$ cat config.mk
export PLATFORM = sky130hd
export DESIGN_NAME = dot_product_feeder_flat
export DESIGN_NICKNAME = d
export VERILOG_FILES = /design/src/rtl/dot_product_feeder_if.sv /design/src/rtl/dot_product_feeder.sv /design/src/flat_wrapper.sv
export SDC_FILE = /design/constraint.sdc
export NUM_CORES = 1
export LEC_CHECK = 0
export ABC_AREA = 1
export BUFFER_PORTS_ARGS = -buffer_cell sky130_fd_sc_hd__buf_4
export CORE_AREA = 2 2 247 249
export DETAILED_ROUTE_END_ITERATION = 8
export DIE_AREA = 0 0 249 251
export PLACE_DENSITY = 0.68
export SLEW_MARGIN = 20
export SYNTH_ARGS = -nofsm -noshare
export SYNTH_HDL_FRONTEND = slang
export SYNTH_SLANG_ARGS = --single-unit
$ cat constraint.sdc
create_clock -name clk -period 8.7 [get_ports clk]
set_clock_uncertainty 0.2 [all_clocks]
set_input_delay 0 -clock clk [delete_from_list [all_inputs] [get_ports clk]]
set_output_delay 0 -clock clk [all_outputs]
set_load 0.01 [all_outputs]
$ cat src/rtl/dot_product_feeder_if.sv
// rtl/dot_product_feeder_if.sv - element write, run control and dot-product unit handshake bundle
interface dot_product_feeder_if #(
  parameter int AW = 8,
  parameter int NI = 8
);
  logic              wr_en;
  logic              wr_sel;
  logic [AW-1:0]     wr_addr;
  logic [31:0]       wr_data;
  logic              start;
  logic              busy;
  logic              done;
  logic [31:0]       result;
  logic              timeout_err;
  logic              dp_reset;
  logic              read_now;
  logic [32*NI-1:0]  first_row_output;
  logic [32*NI-1:0]  second_row_output;
  logic              dp_finish;
  logic [31:0]       dp_result;

  modport slave (
    input  wr_en, wr_sel, wr_addr, wr_data, start, dp_finish, dp_result,
    output busy, done, result, timeout_err, dp_reset, read_now,
           first_row_output, second_row_output
  );

  modport master (
    output wr_en, wr_sel, wr_addr, wr_data, start, dp_finish, dp_result,
    input  busy, done, result, timeout_err, dp_reset, read_now,
           first_row_output, second_row_output
  );
endinterface

$ cat src/rtl/dot_product_feeder.sv
// rtl/dot_product_feeder.sv - buffers two rows, streams them as NI-lane packages, collects the result
// Indices at or beyond NOE are never stored; they read back as zero padding.
module dot_product_feeder #(
  parameter int NOE = 10,
  parameter int NI  = 8,
  parameter int AW  = 8,
  parameter int TMO = 256
) (
  input  logic               clk,
  input  logic               reset,
  dot_product_feeder_if.slave bus
);
  localparam int TOTAL = NOE + NI - (NOE % NI);
  localparam int P     = TOTAL / NI;
  localparam int SW    = $clog2(2 * P);
  localparam int CW    = $clog2(TMO + 1);

  localparam logic [2:0] S_IDLE  = 3'd0;
  localparam logic [2:0] S_CLEAR = 3'd1;
  localparam logic [2:0] S_SEND  = 3'd2;
  localparam logic [2:0] S_WAIT  = 3'd3;
  localparam logic [2:0] S_DONE  = 3'd4;

  logic [2:0]    state_q, state_d;
  logic [SW-1:0] send_cnt_q, send_cnt_d;
  logic [CW-1:0] wait_cnt_q, wait_cnt_d;
  logic [31:0]   result_q, result_d;
  logic          timeout_err_q, timeout_err_d;

  logic [31:0]   first_buf_q  [NOE];
  logic [31:0]   second_buf_q [NOE];
  logic          wr_ok;
  int            wr_idx;
  logic [32*NI-1:0] first_pkg, second_pkg;

  assign wr_idx = int'(bus.wr_addr);
  assign wr_ok  = bus.wr_en && (state_q == S_IDLE) && (wr_idx < NOE);

  // Buffers are deliberately outside the reset domain so data survives an aborted run.
  always_ff @(posedge clk) begin
    for (int j = 0; j < NOE; j++) begin
      if (wr_ok && wr_idx == j) begin
        if (bus.wr_sel) second_buf_q[j] <= bus.wr_data;
        else            first_buf_q[j]  <= bus.wr_data;
      end
    end
  end

  always_comb begin
    int base;
    first_pkg  = '0;
    second_pkg = '0;
    base = int'(send_cnt_q >> 1) * NI;
    for (int i = 0; i < NI; i++) begin
      for (int j = 0; j < NOE; j++) begin
        if (base + i == j) begin
          first_pkg[32*(NI-i)-1 -: 32]  = first_buf_q[j];
          second_pkg[32*(NI-i)-1 -: 32] = second_buf_q[j];
        end
      end
    end
  end

  always_comb begin
    state_d       = state_q;
    send_cnt_d    = send_cnt_q;
    wait_cnt_d    = wait_cnt_q;
    result_d      = result_q;
    timeout_err_d = timeout_err_q;
    case (state_q)
      S_IDLE: begin
        if (bus.start) begin
          state_d       = S_CLEAR;
          timeout_err_d = 1'b0;
        end
      end
      S_CLEAR: begin
        state_d    = S_SEND;
        send_cnt_d = '0;
      end
      S_SEND: begin
        if (send_cnt_q == SW'(2 * P - 1)) begin
          state_d    = S_WAIT;
          wait_cnt_d = '0;
        end else begin
          send_cnt_d = send_cnt_q + SW'(1);
        end
      end
      S_WAIT: begin
        // Finish is tested first so it beats a timeout landing on the same cycle.
        if (bus.dp_finish) begin
          result_d = bus.dp_result;
          state_d  = S_DONE;
        end else if (wait_cnt_q == CW'(TMO - 1)) begin
          timeout_err_d = 1'b1;
          result_d      = '0;
          state_d       = S_DONE;
        end else begin
          wait_cnt_d = wait_cnt_q + CW'(1);
        end
      end
      S_DONE:  state_d = S_IDLE;
      default: state_d = S_IDLE;
    endcase
  end

  always_ff @(posedge clk) begin
    if (reset) begin
      state_q       <= S_IDLE;
      send_cnt_q    <= '0;
      wait_cnt_q    <= '0;
      result_q      <= '0;
      timeout_err_q <= 1'b0;
    end else begin
      state_q       <= state_d;
      send_cnt_q    <= send_cnt_d;
      wait_cnt_q    <= wait_cnt_d;
      result_q      <= result_d;
      timeout_err_q <= timeout_err_d;
    end
  end

  assign bus.busy              = (state_q != S_IDLE);
  assign bus.done              = (state_q == S_DONE);
  assign bus.dp_reset          = (state_q == S_CLEAR);
  assign bus.read_now          = (state_q == S_SEND);
  assign bus.result            = result_q;
  assign bus.timeout_err       = timeout_err_q;
  assign bus.first_row_output  = (state_q == S_SEND) ? first_pkg  : '0;
  assign bus.second_row_output = (state_q == S_SEND) ? second_pkg : '0;
endmodule

$ cat src/flat_wrapper.sv
// flat-port wrapper written by rule: the top's interface ports become plain ports
module dot_product_feeder_flat 
#(
  parameter int NOE = 10,
  parameter int NI  = 8,
  parameter int AW  = 8,
  parameter int TMO = 256
)
  (clk, reset, bus_wr_en, bus_wr_sel, bus_wr_addr, bus_wr_data, bus_start, bus_dp_finish, bus_dp_result, bus_busy, bus_done, bus_result, bus_timeout_err, bus_dp_reset, bus_read_now, bus_first_row_output, bus_second_row_output);
  dot_product_feeder_if #(.AW(AW), .NI(NI)) bus_i ();
  input  logic clk;
  input  logic reset;
  input wire logic [$bits(bus_i.wr_en)-1:0] bus_wr_en;
  input wire logic [$bits(bus_i.wr_sel)-1:0] bus_wr_sel;
  input wire logic [$bits(bus_i.wr_addr)-1:0] bus_wr_addr;
  input wire logic [$bits(bus_i.wr_data)-1:0] bus_wr_data;
  input wire logic [$bits(bus_i.start)-1:0] bus_start;
  input wire logic [$bits(bus_i.dp_finish)-1:0] bus_dp_finish;
  input wire logic [$bits(bus_i.dp_result)-1:0] bus_dp_result;
  output wire logic [$bits(bus_i.busy)-1:0] bus_busy;
  output wire logic [$bits(bus_i.done)-1:0] bus_done;
  output wire logic [$bits(bus_i.result)-1:0] bus_result;
  output wire logic [$bits(bus_i.timeout_err)-1:0] bus_timeout_err;
  output wire logic [$bits(bus_i.dp_reset)-1:0] bus_dp_reset;
  output wire logic [$bits(bus_i.read_now)-1:0] bus_read_now;
  output wire logic [$bits(bus_i.first_row_output)-1:0] bus_first_row_output;
  output wire logic [$bits(bus_i.second_row_output)-1:0] bus_second_row_output;
  assign bus_i.wr_en = bus_wr_en;
  assign bus_i.wr_sel = bus_wr_sel;
  assign bus_i.wr_addr = bus_wr_addr;
  assign bus_i.wr_data = bus_wr_data;
  assign bus_i.start = bus_start;
  assign bus_i.dp_finish = bus_dp_finish;
  assign bus_i.dp_result = bus_dp_result;
  assign bus_busy = bus_i.busy;
  assign bus_done = bus_i.done;
  assign bus_result = bus_i.result;
  assign bus_timeout_err = bus_i.timeout_err;
  assign bus_dp_reset = bus_i.dp_reset;
  assign bus_read_now = bus_i.read_now;
  assign bus_first_row_output = bus_i.first_row_output;
  assign bus_second_row_output = bus_i.second_row_output;
  dot_product_feeder #(.NOE(NOE), .NI(NI), .AW(AW), .TMO(TMO)) u_core (.clk(clk), .reset(reset), .bus(bus_i));
endmodule
Yosys cells after proc, flatten, opt, wreduce, memory -nomap -nowiden --
Memories as Yosys holds them, arrays and structs flattened. Cells that the tools add are included.
Cells by class: order comparisons 1, eq/ne operators 85, muxes and demuxes 259, $add $sub $neg 9, reduce and logical (&&, ||, !) cells 50
Operators by type and width (number):
- $mux W32 | 164
- $eq A32 B4 Y1 const B | 28
- $reduce_or A32 Y1 | 18
- $mux W256 | 2
- $eq A32 B3 Y1 const B | 14
- $eq A32 B5 Y1 const B | 14
- $logic_not A32 Y1 | 9
- $eq A32 B2 Y1 const B | 7
- $mux W4 | 18
- $mux W1 | 63
- $eq A8 B4 Y1 const B | 4
- $mux W9 | 3
- $add A4 B3 Y5 const B | 4
- $pmux W9 S2 | 1
- $eq A8 B3 Y1 const B | 2
- $eq A8 B5 Y1 const B | 2
- $logic_and A1 B1 Y1 | 12
- $mux W3 | 4
- $pmux W3 S4 | 1
- $add A4 B2 Y5 const B | 2
- $add A9 B1 Y9 const B | 1
- $eq A9 B8 Y1 const B | 1
- $eq A8 B2 Y1 const B | 1
- $lt A8 B4 Y1 const B | 1
- 18 further kinds | 28
Storage, ports and cells: input bits 78, word-level logic and storage cells 411, flip-flop bits (word level) 47, memories kept 2, output and inout port bits 549, bits in writable memories 640
Memory list:
- u_core.first_buf_q | words 10, width 32, read ports 10, clocked after memory_dff 0, write ports 1, RTL line dot_product_feeder.sv:30 | logic [31:0] first_buf_q [NOE];
- u_core.second_buf_q | words 10, width 32, read ports 10, clocked after memory_dff 0, write ports 1, RTL line dot_product_feeder.sv:31 | logic [31:0] second_buf_q [NOE];

Longest topological paths before layout --
Gate-level depths: netlist of run 1.
depth after elaboration 16, depth in mapped cells 12, depth with buffers taken out 12

Least setup slack after synthesis of run 1 --
No wires, ideal clock.
kind register to register, start point register u_core.state_q[0], end point memory u_core.first_buf_q[6][0] (enable), period minus slack after synthesis 3.908 ns, cell stages (with the launch flop) 6, path slack 4.792 ns, required time 8.039 ns, buffers on the path 0, data arrival time 3.247 ns, cell sequence dfxtp_1 nor2_1 nand2_2 nor2_4 nand4_2 nor3_1
On the way: word-level cells in the longest chain between the ends 16, elaborated cells between the ends (all ways) 60, classes of those cells mux: 38; reduce/logical: 22
RTL lines:
- start, declared | RTL line dot_product_feeder.sv:24 | logic [2:0] state_q, state_d;
- start signal, assigned | RTL line dot_product_feeder.sv:115 | state_q <= state_d;
- $logic_not A3 Y1 * | RTL line dot_product_feeder.sv:37 | assign wr_ok = bus.wr_en && (state_q == S_IDLE) && (wr_idx < NOE);
- $logic_and A1 B1 Y1 * (2 in a row) | RTL line dot_product_feeder.sv:37
- $logic_and A1 B1 Y1 | RTL line dot_product_feeder.sv:42 | if (wr_ok && wr_idx == j) begin
- $mux W1 | RTL line dot_product_feeder.sv:42
- $mux W1 (not written as such) | RTL line dot_product_feeder.sv:44 | else first_buf_q[j] <= bus.wr_data;
- $reduce_or A32 Y1 (no line)
- $mux W4 (no line) / $mux W1 (equally long branches) (9 in a row)
- end, declared | RTL line dot_product_feeder.sv:30
Mark *: on every way between the ends. The rest lies on a longest branch, timed or not.

Worst setup path in the final report of run 1 --
start point register u_core.state_q[0], end point memory u_core.second_buf_q[6][7] (enable)
On the way: word-level cells in the longest chain between the ends 16, elaborated cells between the ends (all ways) 60, classes of those cells mux: 38; reduce/logical: 22
RTL lines:
- $logic_not A3 Y1 * | RTL line dot_product_feeder.sv:37
- $logic_and A1 B1 Y1 * (2 in a row) | RTL line dot_product_feeder.sv:37
- $logic_and A1 B1 Y1 | RTL line dot_product_feeder.sv:42
- $mux W1 | RTL line dot_product_feeder.sv:42
- $mux W1 (not written as such) | RTL line dot_product_feeder.sv:43 | if (bus.wr_sel) second_buf_q[j] <= bus.wr_data;
- $reduce_or A32 Y1 (no line)
- $mux W4 (no line) / $mux W1 (equally long branches) (9 in a row)
- end, declared | RTL line dot_product_feeder.sv:31
Marked as above.

==> results.yml, run 1 <==
route:
  drt-total-wl_mm: 84.9
  firstDrtPassIters: 6
  drc: 0
  viasPerCell: 5.21
  postRouteAntennaNets: 0
  via_count: 19700
  wire_per_inst_um: 22.5
  drtIter0Drc: 1880
synth:
  synth_most_common_cell: "nand2_1"
  synth-main-ff-cell: "edfxtp_1"
  synth_top_cell_area_share_pct: 72.7
  synth_area_um2: 26400
  yosysWarnings: 0
  synth-seq-cells: 687
  synth_cell_type_count: 27
  yosys-top-cells-count: "733 x nand2_1, 640 x edfxtp_1, 426 x nor2_1"
  yosysSeqAreaShare_pct: 76.3
  async_flop_share_pct: 0
  synth_area_leaders: "edfxtp_1 73%, nand2_1 10%, nor2_1 6.1%, dfxtp_1 3.6%, a21oi_1 3.1%"
  syn_avg_cell_area_um2: 11.9
  netlist_instances: 2229
  synth_enable_flop_cells: 640
  synth_top_cell_by_area: "edfxtp_1"
  synth_nets: 2310
die:
  start_util_pct: 44.2
  rows: 90
  core_um2: 59800
  die_width_um: 249
  die_area_um2: 62500
  io_pins: 627
  die_y_um: 251
global_routing:
  grt_pass1_wl_mm: 122
  track_usage_pct: 26.4
  antenna_found_initial: 6
  grt_max_degree: 245
  grt_pass1_vias: 19300
  overflow: 0
final_layout:
  layout-drive-gt1-share_pct: 26.2
  syn_to_final_growth_pct: 33.7
  nNetsFinal: 3016
  fillerInstances: 4684
  multi_input_area_um2: 5690
  seq_area_um2: 20200
  instances_no_fill: 3774
timing:
  clock.fmax_mhz: 282
  period_share_pct: 40.8
  fin_hold_ws_ps: 98.1
  rsz0062_at_grt: "no"
  hold_viol_final: 0
  worst_slew_pin_slew_ps: 1140
  setup_viol: 0
  setup_tns_ps: 0
  relSlewSlack_pct: 24.2
  setup_slack_ps: 5150
  min_period_ps: 3550
  drv_slew: 0
place:
  dp.cells: 3517
  gp_congestion: 0.879
  pre_cts_ws_ps: 5620
  io_buffers: 626
  dpl.hpwl_mm: 51.0
flow_run:
  max-cap-violations: 0
clock_tree:
  numCtsBuffers: 71
  htreeDepth: 3
  cts_setup_buffers: 0
  clock_latency_ps: 610
  clockBufferDepth: 3
  cts_root_buf: "clkbuf_16"
  cts_tree: "done"
  clk_pin_slew_worst_paths_ps: 60
  clock_sinks: 687
critical_path:
  r2r_start: "u_core.state_q[0]"
  worst_setup_path_end_kind: "register"
  worstSetupStartpoint: "u_core.state_q[0]"
  start_kind: "register"
  crit_type: "register to register"
  critPathMaxFanout: 8
  crit_required_ps: 8750
  cp.arrival_ps: 3600
pwr:
  p_per_area_nw_per_um2: 249
  peakVddDrop_uv: 189
  power_mw: 8.78
  cellLeakagePower_nw: 14.8
hold_path:
  hold_path_class: "primary input to register"
  holdCritStartpoint: "bus_wr_en"
outcome:
  outcome: "completed"
power breakdown:
part / internal [mW] / switching (mW) / leakage [nW]
registers: 3.62 / 0.0194 / 6.13
logic: 0.886 / 1.31 / 7.62
clock network: 1.69 / 1.26 / 1.09
through the flow:
| step | instance area [um2] | util (%) |
|---|---|---|
| 2_1_floorplan | 26400 | - |
| 3_3_place_gp | 31800 | 53.2 |
| 3_5_place_dp | 31800 | 53.2 |
| 4_1_cts | 35300 | 59.1 |
| 5_1_grt | 35300 | 59.1 |
| 6_report | 35300 | 59.1 |
logic make-up after synthesis:
| group | synth area share [%] |
|---|---|
| buf+inv | 2.67 |
| compound gates | 3.48 |
| simple gates | 17.4 |
| flops | 76.3 |
| fa+ha+maj | 0.142 |
worst paths after layout:
| kind | endpoint | slack, ps | depth (start not counted) |
|---|---|---|---|
| max | u_core.second_buf_q[6][7] | 5150 | 7 |
| min reg2reg | u_core.wait_cnt_q[6] | 290 | 2 |
| min | u_core.second_buf_q[9][3] | 100 | 5 |
| max reg2reg | u_core.second_buf_q[6][7] | 5150 | 7 |
layout by cell type (no fill, tap or decap), types with 2 or more instances in the layout:
cell type	n
inv_8	2
clkinvlp_4	2
clkbuf_16	72
nand2_1	733
clkbuf_1	11
bufinv_16	5
nor3_1	5
ha_1	3
inv_16	2
o21ai_0	2
dlygate4sd3_1	127
a21oi_2	10
nor2_4	14
clkinv_2	8
nor2_1	414
inv_1	21
nand2_2	4
inv_6	4
clkinv_1	23
buf_12	2
nand4_2	2
buf_4	642
nand3_1	10
nor3_2	8
dfxtp_1	46
nand4_1	7
a21oi_1	162
edfxtp_1	640
metal layers:
layer  vias up  part of all wire, %  track usage (%)
met1      9506                   36             30.9
met3       196                   10             8.22
met5         -                    0                0
li1       8900                    -                -
met4         0                  4.4             12.1
met2      1059                   49             44.5
flip-flops by register name, summed over array words and instances (netlist names):
name,flops
u_core.second_buf_q,320
u_core.state_q,3
u_core.bus.timeout_err,1
u_core.send_cnt_q,2
u_core.wait_cnt_q,9
u_core.bus.result,32
u_core.first_buf_q,320
worst max-delay path, cell delays in order, from the launching register on:
cell,delay (ps)
dfxtp_1,390
nor2_1,240
nand2_2,130
nor2_4,230
nand4_2,210
dlygate4sd3_1,660
nor3_2,230
dlygate4sd3_1,910
final cells by class:
class | count | share of cell area, %
Clock buffer | 84 | 5.26
Tap cell | 782 | 2.77
Sequential cell | 687 | 57.1
Antenna cell | 1 | 0.00708
Multi-Input combinational cell | 1379 | 16.1
Inverter | 25 | 0.308
Timing Repair Buffer | 771 | 17.4
Clock inverter | 45 | 1.10
what timing repair did:
action / in CTS / in global routing
gates resized for setup: 0 / 0
hold endpoints to repair: 907 / 0
hold buffers: 127 / 0
(Power assumes the default switching activity.)
==> run 2, diff against run 1 <==
==> constraint.sdc (replaced) <==
create_clock -name clk -period 3.6 [get_ports clk]
set_clock_uncertainty 0.2 [all_clocks]
set_input_delay 0 -clock clk [delete_from_list [all_inputs] [get_ports clk]]
set_output_delay 0 -clock clk [all_outputs]
set_load 0.01 [all_outputs]
==> run 2 against run 1 <==
  * Sequential share of layout area shrank 0.36 points
  * Total power grew 140%
  * Non-clock buffer count grew 14
  * Die area is the same
  * Hold slack lost 28 ps
  * Clock power grew 150%
  * Global-route usage grew 0.37 points
  * Clock-buffer cell count grew 8
  * Critical path depth shrank 1
  * Fmax grew 3.0%
  * Final area grew 0.63%
==> results.yml, run 2 (synthesis results as in run 1) <==
outcome:
  outcome: "completed"
critical_path:
  crit_chain: "nor2_1 -> nand2_2 -> nor2_4 -> nand4_1 -> nor2_4 -> dlygate4sd3_1"
  cp_common_cell: "nor2_4"
  start_kind: "register"
  crit_family: "buffers and inverters"
  critPathMaxStageDelay_ps: 1290
  crit_slowest_cell: "dlygate4sd3_1"
  crit_type: "register to register"
  crit_required_ps: 3610
  cp.arrival_ps: 3450
  critPathMaxFanout: 19
  worst_setup_path_end_kind: "register"
  rrSetupSlack_ps: 160
  critical_path_buf_inv_count: 1
clock_tree:
  clock_sinks: 687
  htreeDepth: 3
  cts_resized: 0
  numCtsBuffers: 72
  clockBufferDepth: 3
  clk_pin_slew_worst_paths_ps: 60
  cts_root_buf: "clkbuf_16"
  clock_latency_ps: 590
  cts_tree: "done"
route:
  viasPerCell: 5.30
  via_count: 20100
  drc: 0
  firstDrtPassIters: 5
  wire_per_inst_um: 22.8
  drtIter0Drc: 2146
  drt-total-wl_mm: 86.4
  postRouteAntennaNets: 0
die:
  die_width_um: 249
  die_area_um2: 62500
  start_util_pct: 44.2
  io_pins: 627
  die_y_um: 251
  rows: 90
  core_um2: 59800
final_layout:
  instances_no_fill: 3791
  layout-drive-gt1-share_pct: 27.1
  final_common_cell: "nand2_1"
  final_cell_mix: "733 x nand2_1, 658 x buf_4, 640 x edfxtp_1, 414 x nor2_1, 162 x a21oi_1"
  nNetsFinal: 3031
  syn_to_final_growth_pct: 34.5
  final_area_um2: 35500
pwr:
  power_mw: 21.4
  p_per_area_nw_per_um2: 603
  cellLeakagePower_nw: 15.0
  peakVddDrop_uv: 437
timing:
  worst_slew_pin_slew_ps: 1090
  relSlewSlack_pct: 27.3
  min_period_ps: 3440
  setup_viol: 0
  fin_hold_ws_ps: 70.1
  setup_tns_ps: 0
  clock.fmax_mhz: 290
  rsz0062_at_grt: "no"
  drv_slew: 0
  period_share_pct: 95.6
  hold_viol_final: 0
hold_path:
  hold_path_class: "primary input to register"
global_routing:
  track_usage_pct: 26.7
  grt_pass1_wl_mm: 124
  grt_pass1_vias: 19400
  grt_max_degree: 138
  antenna_found_initial: 3
  overflow: 0
place:
  placed_cell_area_um2: 32100
  io_buffers: 626
  dpl.hpwl_mm: 53.1
  dp.cells: 3540
  gp_congestion: 0.882
flow_run:
  max-cap-violations: 0
-- run 2: changes by cell type in the layout (fill, tap and decap cells not counted), sizes merged --
cell / change
buf: +23
bufinv: -1
clkbuf: +8
clkinv: -1
clkinvlp: -2
dlygate4sd3: -9
inv: -1
-- run 2: per-layer routing --
metal	vias up	wire (um)	GRT usage [%]
li1	8940	-	-
met4	0	3290	10.6
met1	9855	33400	34.5
met5	-	0	0
met2	1123	42200	44.6
met3	192	7610	5.33
-- run 2: worst reg2reg max path: stages, from the launching register on --
cell,delay [ps]
dfxtp_1,390
nor2_1,270
nand2_2,160
nor2_4,220
nand4_1,230
nor2_4,280
dlygate4sd3_1,1300
-- run 2: cell type report --
class                           instances  area (um2)
Multi-Input combinational cell       1379        5690
Fill cell                            4654       24300
Timing Repair Buffer                  785        6300
Clock buffer                           92        1970
Inverter                               25         109
Sequential cell                       687       20200
Tap cell                              782         978
Clock inverter                         40         327
Antenna cell                            1        2.50
-- run 2: path summary, 6_finish.rpt --
| check | startpoint | endpoint | cells past startpoint |
|---|---|---|---|
| worst max-delay path | u_core.state_q[0] | u_core.first_buf_q[1][5] | 6 |
| worst min-delay path | bus_wr_addr[7] | u_core.second_buf_q[4][1] | 6 |
| worst max register to register | u_core.state_q[0] | u_core.first_buf_q[1][5] | 6 |
| worst min register to register | u_core.wait_cnt_q[6] | u_core.wait_cnt_q[6] | 2 |
-- run 2: per-stage QoR --
stage | util (%) | worst slack (ps)
global placement | 53.6 | 980
CTS | 59.4 | 165
floorplan | - | -308
detailed placement | 53.6 | 828
finish | 59.4 | 157
global route | 59.4 | 51.1
-- run 2: where the power goes --
| part | internal [mW] | switching [mW] |
|---|---|---|
| Sequential | 8.76 | 0.0455 |
| Clock | 4.18 | 3.07 |
| Combinational | 2.18 | 3.19 |
| Total | 15.1 | 6.30 |
-- run 2: what timing repair did --
action | in CTS | in global routing
hold buffers | 118 | 0
setup buffers | 0 | 0
hold endpoints to repair | 818 | 0
